$ cat src/rtl/uart_tx_dma_if.sv
// Bus bundle for uart_tx_dma: 32-bit memory read port plus UART register port.
// Both ports use a valid/ready handshake, master drives valid and address/data.
interface uart_tx_dma_if;
    logic        m_valid;
    logic        m_ready;
    logic [31:0] m_addr;
    logic [31:0] m_rdata;

    logic        u_valid;
    logic        u_ready;
    logic [11:0] u_addr;
    logic [31:0] u_wdata;
    logic [3:0]  u_wstrb;
    logic [31:0] u_rdata;

    modport master (
        output m_valid, m_addr,
        input  m_ready, m_rdata,
        output u_valid, u_addr, u_wdata, u_wstrb,
        input  u_ready, u_rdata
    );

    modport slave (
        input  m_valid, m_addr,
        output m_ready, m_rdata,
        input  u_valid, u_addr, u_wdata, u_wstrb,
        output u_ready, u_rdata
    );
endinterface

$ cat src/rtl/uart_tx_dma.sv
// TX DMA sequencer: reads bytes from memory a word at a time and writes them to
// the UART DR, polling SR.tf_full before every write.
//
// state | meaning
// IDLE  | no transfer; start launches one
// FETCH | memory word read of the word holding ptr
// POLL  | SR read, checks tf_full
// WAIT  | tf_full was set; idle POLL_GAP cycles before polling again
// WRITE | DR write of byte lane ptr[1:0] from wbuf
module uart_tx_dma #(
    parameter int          LW       = 16,
    parameter int          POLL_GAP = 8,
    parameter logic [11:0] ADDR_SR  = 12'h04,
    parameter logic [11:0] ADDR_DR  = 12'h08
) (
    input  logic          clk,
    input  logic          rst_n,
    input  logic          start,
    input  logic          abort,
    input  logic [31:0]   src_addr,
    input  logic [LW-1:0] length,
    output logic          busy,
    output logic          done,
    output logic          aborted,
    output logic [LW-1:0] remain,
    uart_tx_dma_if.master bus
);

    typedef enum logic [2:0] {IDLE, FETCH, POLL, WAIT, WRITE} state_t;

    localparam logic [7:0] GAP = 8'(POLL_GAP);

    state_t        state_q, state_d;
    logic [31:0]   ptr_q, ptr_d;
    logic [LW-1:0] remain_q, remain_d;
    logic [31:0]   wbuf_q, wbuf_d;
    logic [7:0]    gap_q, gap_d;
    logic          abort_pend_q, abort_pend_d;
    logic          busy_q, busy_d;
    logic          done_q, done_d;
    logic          aborted_q, aborted_d;
    logic          m_valid_q, m_valid_d;
    logic [31:0]   m_addr_q, m_addr_d;
    logic          u_valid_q, u_valid_d;
    logic [11:0]   u_addr_q, u_addr_d;
    logic [31:0]   u_wdata_q, u_wdata_d;
    logic [3:0]    u_wstrb_q, u_wstrb_d;

    logic          abort_now;
    logic          to_abort;
    logic          to_done;
    logic [31:0]   ptr_inc;
    logic [7:0]    lane;
    logic          unused_rdata;

    assign unused_rdata = ^{bus.u_rdata[31:3], bus.u_rdata[1:0]};

    always_comb begin
        unique case (ptr_q[1:0])
            2'd0:    lane = wbuf_q[7:0];
            2'd1:    lane = wbuf_q[15:8];
            2'd2:    lane = wbuf_q[23:16];
            default: lane = wbuf_q[31:24];
        endcase
    end

    // Every bus state raises valid on its first cycle and leaves on ready, so
    // valid always drops for at least one cycle between transactions.
    always_comb begin
        state_d      = state_q;
        ptr_d        = ptr_q;
        remain_d     = remain_q;
        wbuf_d       = wbuf_q;
        gap_d        = gap_q;
        busy_d       = busy_q;
        done_d       = 1'b0;
        aborted_d    = 1'b0;
        m_valid_d    = m_valid_q;
        m_addr_d     = m_addr_q;
        u_valid_d    = u_valid_q;
        u_addr_d     = u_addr_q;
        u_wdata_d    = u_wdata_q;
        u_wstrb_d    = u_wstrb_q;
        abort_pend_d = abort_pend_q | (abort && (state_q != IDLE));
        abort_now    = abort | abort_pend_q;
        ptr_inc      = ptr_q + 32'd1;
        to_abort     = 1'b0;
        to_done      = 1'b0;

        unique case (state_q)
            IDLE: begin
                abort_pend_d = 1'b0;
                if (start) begin
                    if (length != '0) begin
                        ptr_d    = src_addr;
                        remain_d = length;
                        busy_d   = 1'b1;
                        state_d  = FETCH;
                    end else begin
                        remain_d = '0;
                        done_d   = 1'b1;
                    end
                end
            end
            FETCH: begin
                if (!m_valid_q) begin
                    if (abort_now) begin
                        to_abort = 1'b1;
                    end else begin
                        m_valid_d = 1'b1;
                        m_addr_d  = {ptr_q[31:2], 2'b00};
                    end
                end else if (bus.m_ready) begin
                    m_valid_d = 1'b0;
                    wbuf_d    = bus.m_rdata;
                    if (abort_now) to_abort = 1'b1;
                    else           state_d  = POLL;
                end
            end
            POLL: begin
                if (!u_valid_q) begin
                    if (abort_now) begin
                        to_abort = 1'b1;
                    end else begin
                        u_valid_d = 1'b1;
                        u_addr_d  = ADDR_SR;
                        u_wstrb_d = 4'b0000;
                        u_wdata_d = '0;
                    end
                end else if (bus.u_ready) begin
                    u_valid_d = 1'b0;
                    if (abort_now) begin
                        to_abort = 1'b1;
                    end else if (bus.u_rdata[2]) begin
                        if (GAP != 8'd0) begin
                            state_d = WAIT;
                            gap_d   = GAP - 8'd1;
                        end
                    end else begin
                        state_d = WRITE;
                    end
                end
            end
            WAIT: begin
                if (abort_now)          to_abort = 1'b1;
                else if (gap_q == 8'd0) state_d  = POLL;
                else                    gap_d    = gap_q - 8'd1;
            end
            WRITE: begin
                if (!u_valid_q) begin
                    if (abort_now) begin
                        to_abort = 1'b1;
                    end else begin
                        u_valid_d = 1'b1;
                        u_addr_d  = ADDR_DR;
                        u_wstrb_d = 4'b0001;
                        u_wdata_d = {24'b0, lane};
                    end
                end else if (bus.u_ready) begin
                    u_valid_d = 1'b0;
                    ptr_d     = ptr_inc;
                    if (remain_q != '0) remain_d = remain_q - 1'b1;
                    if (remain_q <= 1)              to_done  = 1'b1;
                    else if (abort_now)             to_abort = 1'b1;
                    else if (ptr_inc[1:0] == 2'b00) state_d  = FETCH;
                    else                            state_d  = POLL;
                end
            end
            default: state_d = IDLE;
        endcase

        if (to_done) begin
            state_d      = IDLE;
            busy_d       = 1'b0;
            done_d       = 1'b1;
            abort_pend_d = 1'b0;
        end else if (to_abort) begin
            state_d      = IDLE;
            busy_d       = 1'b0;
            aborted_d    = 1'b1;
            abort_pend_d = 1'b0;
        end
    end

    always_ff @(posedge clk or negedge rst_n) begin
        if (!rst_n) begin
            state_q      <= IDLE;
            ptr_q        <= '0;
            remain_q     <= '0;
            wbuf_q       <= '0;
            gap_q        <= '0;
            abort_pend_q <= 1'b0;
            busy_q       <= 1'b0;
            done_q       <= 1'b0;
            aborted_q    <= 1'b0;
            m_valid_q    <= 1'b0;
            m_addr_q     <= '0;
            u_valid_q    <= 1'b0;
            u_addr_q     <= '0;
            u_wdata_q    <= '0;
            u_wstrb_q    <= '0;
        end else begin
            state_q      <= state_d;
            ptr_q        <= ptr_d;
            remain_q     <= remain_d;
            wbuf_q       <= wbuf_d;
            gap_q        <= gap_d;
            abort_pend_q <= abort_pend_d;
            busy_q       <= busy_d;
            done_q       <= done_d;
            aborted_q    <= aborted_d;
            m_valid_q    <= m_valid_d;
            m_addr_q     <= m_addr_d;
            u_valid_q    <= u_valid_d;
            u_addr_q     <= u_addr_d;
            u_wdata_q    <= u_wdata_d;
            u_wstrb_q    <= u_wstrb_d;
        end
    end

    assign busy        = busy_q;
    assign done        = done_q;
    assign aborted     = aborted_q;
    assign remain      = remain_q;
    assign bus.m_valid = m_valid_q;
    assign bus.m_addr  = m_addr_q;
    assign bus.u_valid = u_valid_q;
    assign bus.u_addr  = u_addr_q;
    assign bus.u_wdata = u_wdata_q;
    assign bus.u_wstrb = u_wstrb_q;

endmodule

$ cat src/flat_wrapper.sv
// flat-port wrapper written by rule: the top's interface ports become plain ports
module uart_tx_dma_flat 
#(
    parameter int          LW       = 16,
    parameter int          POLL_GAP = 8,
    parameter logic [11:0] ADDR_SR  = 12'h04,
    parameter logic [11:0] ADDR_DR  = 12'h08
)
  (clk, rst_n, start, abort, src_addr, length, busy, done, aborted, remain, bus_m_valid, bus_m_addr, bus_m_ready, bus_m_rdata, bus_u_valid, bus_u_addr, bus_u_wdata, bus_u_wstrb, bus_u_ready, bus_u_rdata);
  uart_tx_dma_if bus_i ();
  input  logic clk;
  input  logic rst_n;
  input  logic start;
  input  logic abort;
  input  logic [31:0] src_addr;
  input  logic [LW-1:0] length;
  output logic busy;
  output logic done;
  output logic aborted;
  output logic [LW-1:0] remain;
  output wire logic [$bits(bus_i.m_valid)-1:0] bus_m_valid;
  output wire logic [$bits(bus_i.m_addr)-1:0] bus_m_addr;
  input wire logic [$bits(bus_i.m_ready)-1:0] bus_m_ready;
  input wire logic [$bits(bus_i.m_rdata)-1:0] bus_m_rdata;
  output wire logic [$bits(bus_i.u_valid)-1:0] bus_u_valid;
  output wire logic [$bits(bus_i.u_addr)-1:0] bus_u_addr;
  output wire logic [$bits(bus_i.u_wdata)-1:0] bus_u_wdata;
  output wire logic [$bits(bus_i.u_wstrb)-1:0] bus_u_wstrb;
  input wire logic [$bits(bus_i.u_ready)-1:0] bus_u_ready;
  input wire logic [$bits(bus_i.u_rdata)-1:0] bus_u_rdata;
  assign bus_m_valid = bus_i.m_valid;
  assign bus_m_addr = bus_i.m_addr;
  assign bus_i.m_ready = bus_m_ready;
  assign bus_i.m_rdata = bus_m_rdata;
  assign bus_u_valid = bus_i.u_valid;
  assign bus_u_addr = bus_i.u_addr;
  assign bus_u_wdata = bus_i.u_wdata;
  assign bus_u_wstrb = bus_i.u_wstrb;
  assign bus_i.u_ready = bus_u_ready;
  assign bus_i.u_rdata = bus_u_rdata;
  uart_tx_dma #(.LW(LW), .POLL_GAP(POLL_GAP), .ADDR_SR(ADDR_SR), .ADDR_DR(ADDR_DR)) u_core (.clk(clk), .rst_n(rst_n), .start(start), .abort(abort), .src_addr(src_addr), .length(length), .busy(busy), .done(done), .aborted(aborted), .remain(remain), .bus(bus_i));
endmodule
$ cat config.mk
export PLATFORM = sky130hd
export DESIGN_NAME = uart_tx_dma_flat
export DESIGN_NICKNAME = d
export VERILOG_FILES = /design/src/rtl/uart_tx_dma_if.sv /design/src/rtl/uart_tx_dma.sv /design/src/flat_wrapper.sv
export SDC_FILE = /design/constraint.sdc
export NUM_CORES = 1
export LEC_CHECK = 0
export ABC_AREA = 1
export ABC_CLOCK_PERIOD_IN_PS = 2100
export CAP_MARGIN = 20
export CORE_MARGIN = 2
export CORE_UTILIZATION = 49
export DETAILED_ROUTE_END_ITERATION = 7
export PLACE_DENSITY = 0.89
export SETUP_SLACK_MARGIN = 0.05
export SLEW_MARGIN = 20
export SYNTH_ARGS = -nofsm -noshare
export SYNTH_HDL_FRONTEND = slang
export SYNTH_SLANG_ARGS = --single-unit
$ cat constraint.sdc
create_clock -name clk -period 2.1 [get_ports clk]
set_clock_uncertainty 0.05 [all_clocks]
set_input_delay 0.63 -clock clk [delete_from_list [all_inputs] [get_ports clk]]
set_output_delay 0.63 -clock clk [all_outputs]
set_load 0.1 [all_outputs]
### After elaboration in Yosys (flattened, before gate mapping)

Cells that the tools add are included.

* logic and storage cells: 165
* register bits after elaboration: 175
* output and inout bits: 101
* input port bits: 118

* add/sub/neg operators: 3
* reductions and logical operators: 23
* mux-type cells: 85
* bitwise operators: 4
* $lt $le $gt $ge: 1
* equality and inequality tests: 34

Operator list (number)
* 2-to-1 mux 32 bit: 8
* one-hot mux 32 bit (2 select lines): 2
* 2-to-1 mux 16 bit: 5
* 2-to-1 mux 3 bit: 17
* 2-to-1 mux 12 bit: 4
* 2-to-1 mux 8 bit: 6
* adder 32 x 1 -> 32 bit, second input constant: 1
* one-hot mux 16 bit (2 select lines): 1
* nonzero test 16 bit: 2
* 2-to-1 mux 1 bit: 31
* one-hot mux 12 bit (2 select lines): 1
* one-hot mux 8 bit (3 select lines): 1
* inequality test 2 bit, second input constant: 10
* inequality test 4 x 1 -> 1 bit, second input constant: 5
* inequality test 4 x 2 -> 1 bit, second input constant: 5
* less-or-equal comparator 16 x 1 -> 1 bit, second input constant: 1
* 2-to-1 mux 4 bit: 4
* inequality test 4 bit, second input constant: 4
* one-hot mux 8 bit (2 select lines): 1
* subtractor 16 x 1 -> 16 bit, second input constant: 1
* one-hot mux 3 bit (5 select lines): 1
* AND reduction 5 bit: 3
* AND reduction 14 bit: 1
* nonzero test 3 bit: 4
* 20 further kinds: 31

### Depth between registers and ports, before layout

* word-level depth: 10
* depth in mapped cells: 14
* depth with buffers taken out: 14

### Worst setup path after synthesis

Ideal clock, no wire load.

* path kind: reg-to-reg
* start point: register u_core.remain_q[1], in the netlist u_core.remain[1]
* end point: register u_core.remain_q[14], in the netlist u_core.remain[14]
* cell stages (with the launch flop): 12
* setup time: 0.129 ns
* slack: -0.181 ns
* arrival time: 2.102 ns
* buffers on the path: 0
* data required time: 1.921 ns
* cell sequence: dfrtp_1 > inv_1 > ha_1 > inv_1 > nor2_1 > nand2_1 > nor2_1 > nand3_1 > o21ai_0 > nand2_1 > nand2_1 > o21ai_0

* cells in the longest elaborated chain, start to end: 5
* elaborated cells on any way between the ends: 8
* those cells by class: 1 x add/sub; 1 x eq/ne; 4 x mux; 2 x reduce/logical

Ends and longest elaborated chain
* from (decl): line uart_tx_dma.sv:35 `logic [LW-1:0] remain_q, remain_d;`
* from (signal assigned): line uart_tx_dma.sv:205 `remain_q <= remain_d;`
* subtractor 16 x 1 -> 16 bit: line uart_tx_dma.sv:162 `if (remain_q != '0) remain_d = remain_q - 1'b1;`
* 2-to-1 mux 16 bit: line uart_tx_dma.sv:162
* 2-to-1 mux 16 bit: line uart_tx_dma.sv:159 `end else if (bus.u_ready) begin`
* 2-to-1 mux 16 bit: line uart_tx_dma.sv:150 `if (!u_valid_q) begin`
* one-hot mux 16 bit (2 select lines): line uart_tx_dma.sv:90 `unique case (state_q)`

Parallel ways exist; a longest one is shown, timed or not. The select of a mux whose other input is x is not followed.
A chain may end at the register's enable or synchronous reset.

### Worst setup path after layout

* start point: input length[7]
* end point: register u_core.ptr_q[14]

* cells in the longest elaborated chain, start to end: 3

Ends and longest elaborated chain
* from (decl): line flat_wrapper.sv:16 `input logic [LW-1:0] length;`
* nonzero test 16 bit: line uart_tx_dma.sv:94 `if (length != '0) begin`
* inequality test 2 x 1 -> 1 bit (no source line)
* AND reduction 5 bit (no source line)
* to (signal assigned): line uart_tx_dma.sv:204 `ptr_q <= ptr_d;`
* to (decl): line uart_tx_dma.sv:34 `logic [31:0] ptr_q, ptr_d;`

No other way between the ends.

==> summary.txt <==
Status
  – Outcome: complete, no violations

Worst setup path
  – CP startpoint kind: input port
  – Critical path class: input port to register
  – Worst path max stage delay: 0.44 ns
  – Slowest stage cell, crit path: clkdlybuf4s50_1
  – Cell chain of the critical path: clkdlybuf4s50_1 > nor2_1 > nand2_1 > nor2_4 > nand3_1 > nand2_2 > inv_4 > buf_12 > o21ai_0 > o22ai_1
  – Maximum fanout along the worst path: 28
  – Crit. End Element: register
  – Crit path required time: 2.35 ns
  – Largest delay share family, worst path: simple AND/OR/NAND/NOR gates
  – Crit path DAT: 2.21 ns
  – WP buf/inv: 3

Floorplan
  – IO Count: 219
  – Die area: 16710 um2
  – Die extent in x: 129.3 um
  – FP Rows: 45
  – Initial core utilization: 50.40%
  – Core Box Area: 15260 um2
  – Die height: 129.3 um

Route
  – Routed len/inst: 16.39 um
  – Post-DRT Antenna Nets: 0
  – Vias: 7686
  – DRT iter0 DRCs: 669
  – Pre-Repair DR Iteration Count: 5
  – Total Wirelength: 23260 um
  – Drt via density: 5.416
  – DR DRC count: 0

Synth
  – Syn. warnings: 0
  – Synth top area share: 44.58%
  – Most instantiated cells after synthesis: nand2_1 (254), dfrtp_1 (137), nor2_1 (137)
  – Yosys top cell by area: dfrtp_1
  – Synth Register Bits: 137
  – Sequential area share after synthesis: 44.58%
  – Mean post-synth cell area: 7.599 um2
  – Synth cell types: 36
  – Main flop type after synthesis: dfrtp_1
  – Top post-synthesis cells by area: dfrtp_1 (45%), nand2_1 (12%), o21ai_0 (6.7%)
  – Cells after Synth: 1012
  – Most frequent cell after synthesis: nand2_1
  – EDFF count, synth: 0
  – Mapped Area: 7690 um2
  – Async SR Flop Fraction: 100.0%

STA
  – Hold slack: 0.04153 ns
  – TNS Setup: 0 ns
  – Post-route minimum period: 1.958 ns
  – Final slew viol count: 0
  – Fin. Hold Viols: 0
  – Final setup fails: 0
  – Highest Clock Rate: 0.5106 GHz
  – Final Cycle Share: 93.25%
  – Unrepaired setup endpoints after global routing: no

Worst hold path
  – Hold Path Class: input port to asynchronous set/reset pin

Placement
  – Placer Congestion: 0.9766
  – Area after DPL: 10240 um2
  – PortBufs: 148
  – DP Cell Count: 1387
  – DPL Wire Length: 16650 um

Clock network
  – H-tree Lvls: 4
  – Post-CTS sizing: 1
  – Worst-path clk slew: 0.06 ns
  – Cts hold-fix bufs: 0
  – Post-CTS Setup Inserts: 0
  – Clk sink count: 137
  – Worst-case clock buffer depth: 2
  – CTS tree: yes
  – Inserted Clock Buffers: 17
  – Worst-Skew Late Latency: 0.43 ns
  – Root Driver: clkbuf_16

Pwr
  – VDD IR-drop max: 1449 uV
  – Pwr per Cell Area: 1686 nW/um2
  – LEAKAGE: 4.997 nW

GRT
  – Gr usage total: 28.60%
  – First-pass GRT wire length: 37140 um
  – Total grt overflow: 0
  – Largest net degree at the start of global routing: 61
  – Initial antenna violation count: 0
  – Vias in the first global route: 7540

Cells and area
  – Share of cells above drive strength 1: 16.72%
  – Nets: 1322
  – Fillers: 1121
  – Multi-input gate area: 3636 um2
  – FF/Latch Area: 3433 um2
  – Area delta synth->final: 41.57%
  – Cell Count, Final, Fillers Out: 1419
  – Antenna Cells: 0
  – Post-route cell area: 10890 um2

Job
  – Max Cap Viol: 0
sequential cells by signal, indices dropped and copies added (netlist names):
name,flops
u_core.ptr_q,32
u_core.wbuf_q,32
u_core.bus.m_addr,30
u_core.remain,16
u_core.bus.u_wdata,8
u_core.gap_q,8
u_core.state_q,3
u_core.abort_pend_q,1
u_core.aborted,1
u_core.bus.m_valid,1
u_core.bus.u_addr,1
u_core.bus.u_valid,1
u_core.bus.u_wstrb,1
u_core.busy,1
u_core.done,1
layout make-up:
class / count / area share (%)
sequential: 137 / 31.54
timing repair buffer: 201 / 23.93
clock buffer: 19 / 4.068
inverter: 95 / 3.298
clock inverter: 13 / 1.345
multi-input combinational: 743 / 33.40
tap: 211 / 2.425
logic make-up after synthesis:
| logic type | after synthesis | share of synthesized area, % |
|---|---|---|
| adders and majority gates | 9 | 1.464 |
| other | 1 | 0.04877 |
| AOI/OAI and AO/OA | 167 | 11.80 |
| buffers and inverters | 170 | 10.79 |
| xor gates and xnor gates | 15 | 1.708 |
| and+or+nand+nor | 489 | 26.10 |
| muxes | 24 | 3.514 |
| DFF | 137 | 44.58 |
path summary, 6_finish.rpt:
path | endpoint | cells past startpoint | slack, ns | start
max | u_core.ptr_q[14] | 10 | 0.14 | length[7]
min | u_core.bus.m_addr[14] | 1 | 0.04 | rst_n
max reg2reg | u_core.state_q[1] | 12 | 0.17 | u_core.remain[0]
min reg2reg | u_core.wbuf_q[6] | 1 | 0.46 | u_core.wbuf_q[6]
max in group asynchronous | u_core.wbuf_q[11] | 2 | 1.30 | rst_n
min in group clk | u_core.wbuf_q[6] | 1 | 0.46 | u_core.wbuf_q[6]
metal layers:
layer,track usage [%],wire length [um],vias to the layer above
li1,-,-,3579
met1,33.65,8762,3649
met2,50.50,11990,397
met3,7.556,1883,61
met4,10.10,621,0
met5,0,0,-
cell usage in the layout (no fill, tap or decap), types with 14 or more instances in the layout:
cell | Yosys | routed
nor3_1 | 14 | 14
buf_12 | 0 | 70
xor2_1 | 15 | 15
nand4_1 | 14 | 14
nand2_1 | 254 | 254
buf_4 | 42 | 44
conb_1 | 1 | 39
clkdlybuf4s50_1 | 0 | 85
dfrtp_1 | 137 | 133
nand3_1 | 59 | 57
a21oi_1 | 16 | 16
o22ai_1 | 16 | 16
inv_1 | 89 | 87
mux2_2 | 24 | 24
nor2_1 | 137 | 127
o21ai_0 | 103 | 103
clkbuf_16 | 0 | 17
power breakdown:
part           switching [W]  total (W)  internal, W
clock                0.00122    0.00301      0.00179
sequential           0.00127    0.00508      0.00381
combinational        0.00674     0.0103      0.00354
total                0.00922     0.0184      0.00914
per-stage QoR:
step | utilization [%] | power, W | setup WS (ns)
global route | 71.35 | 0.01927 | 0.02896
detailed placement | 67.12 | 0.01516 | -0.3498
CTS | 71.00 | 0.01828 | 0.06762
finish | 71.35 | 0.01836 | 0.1417
floorplan | - | 0.01135 | 0.03377
global placement | 67.12 | 0.01483 | -0.2161
worst reg2reg max path, stage by stage, from the launching register on:
cell and delay (ns):
dfrtp_2 0.47, inv_1 0.12, ha_1 0.20, inv_1 0.07, nand2_1 0.05, nand2_1 0.08
nor2_4 0.14, nand3_1 0.10, nand2_1 0.07, nand2_1 0.15, nor2_2 0.17, nand4_1 0.13
nand2_1 0.08
(Power assumes the default switching activity.)
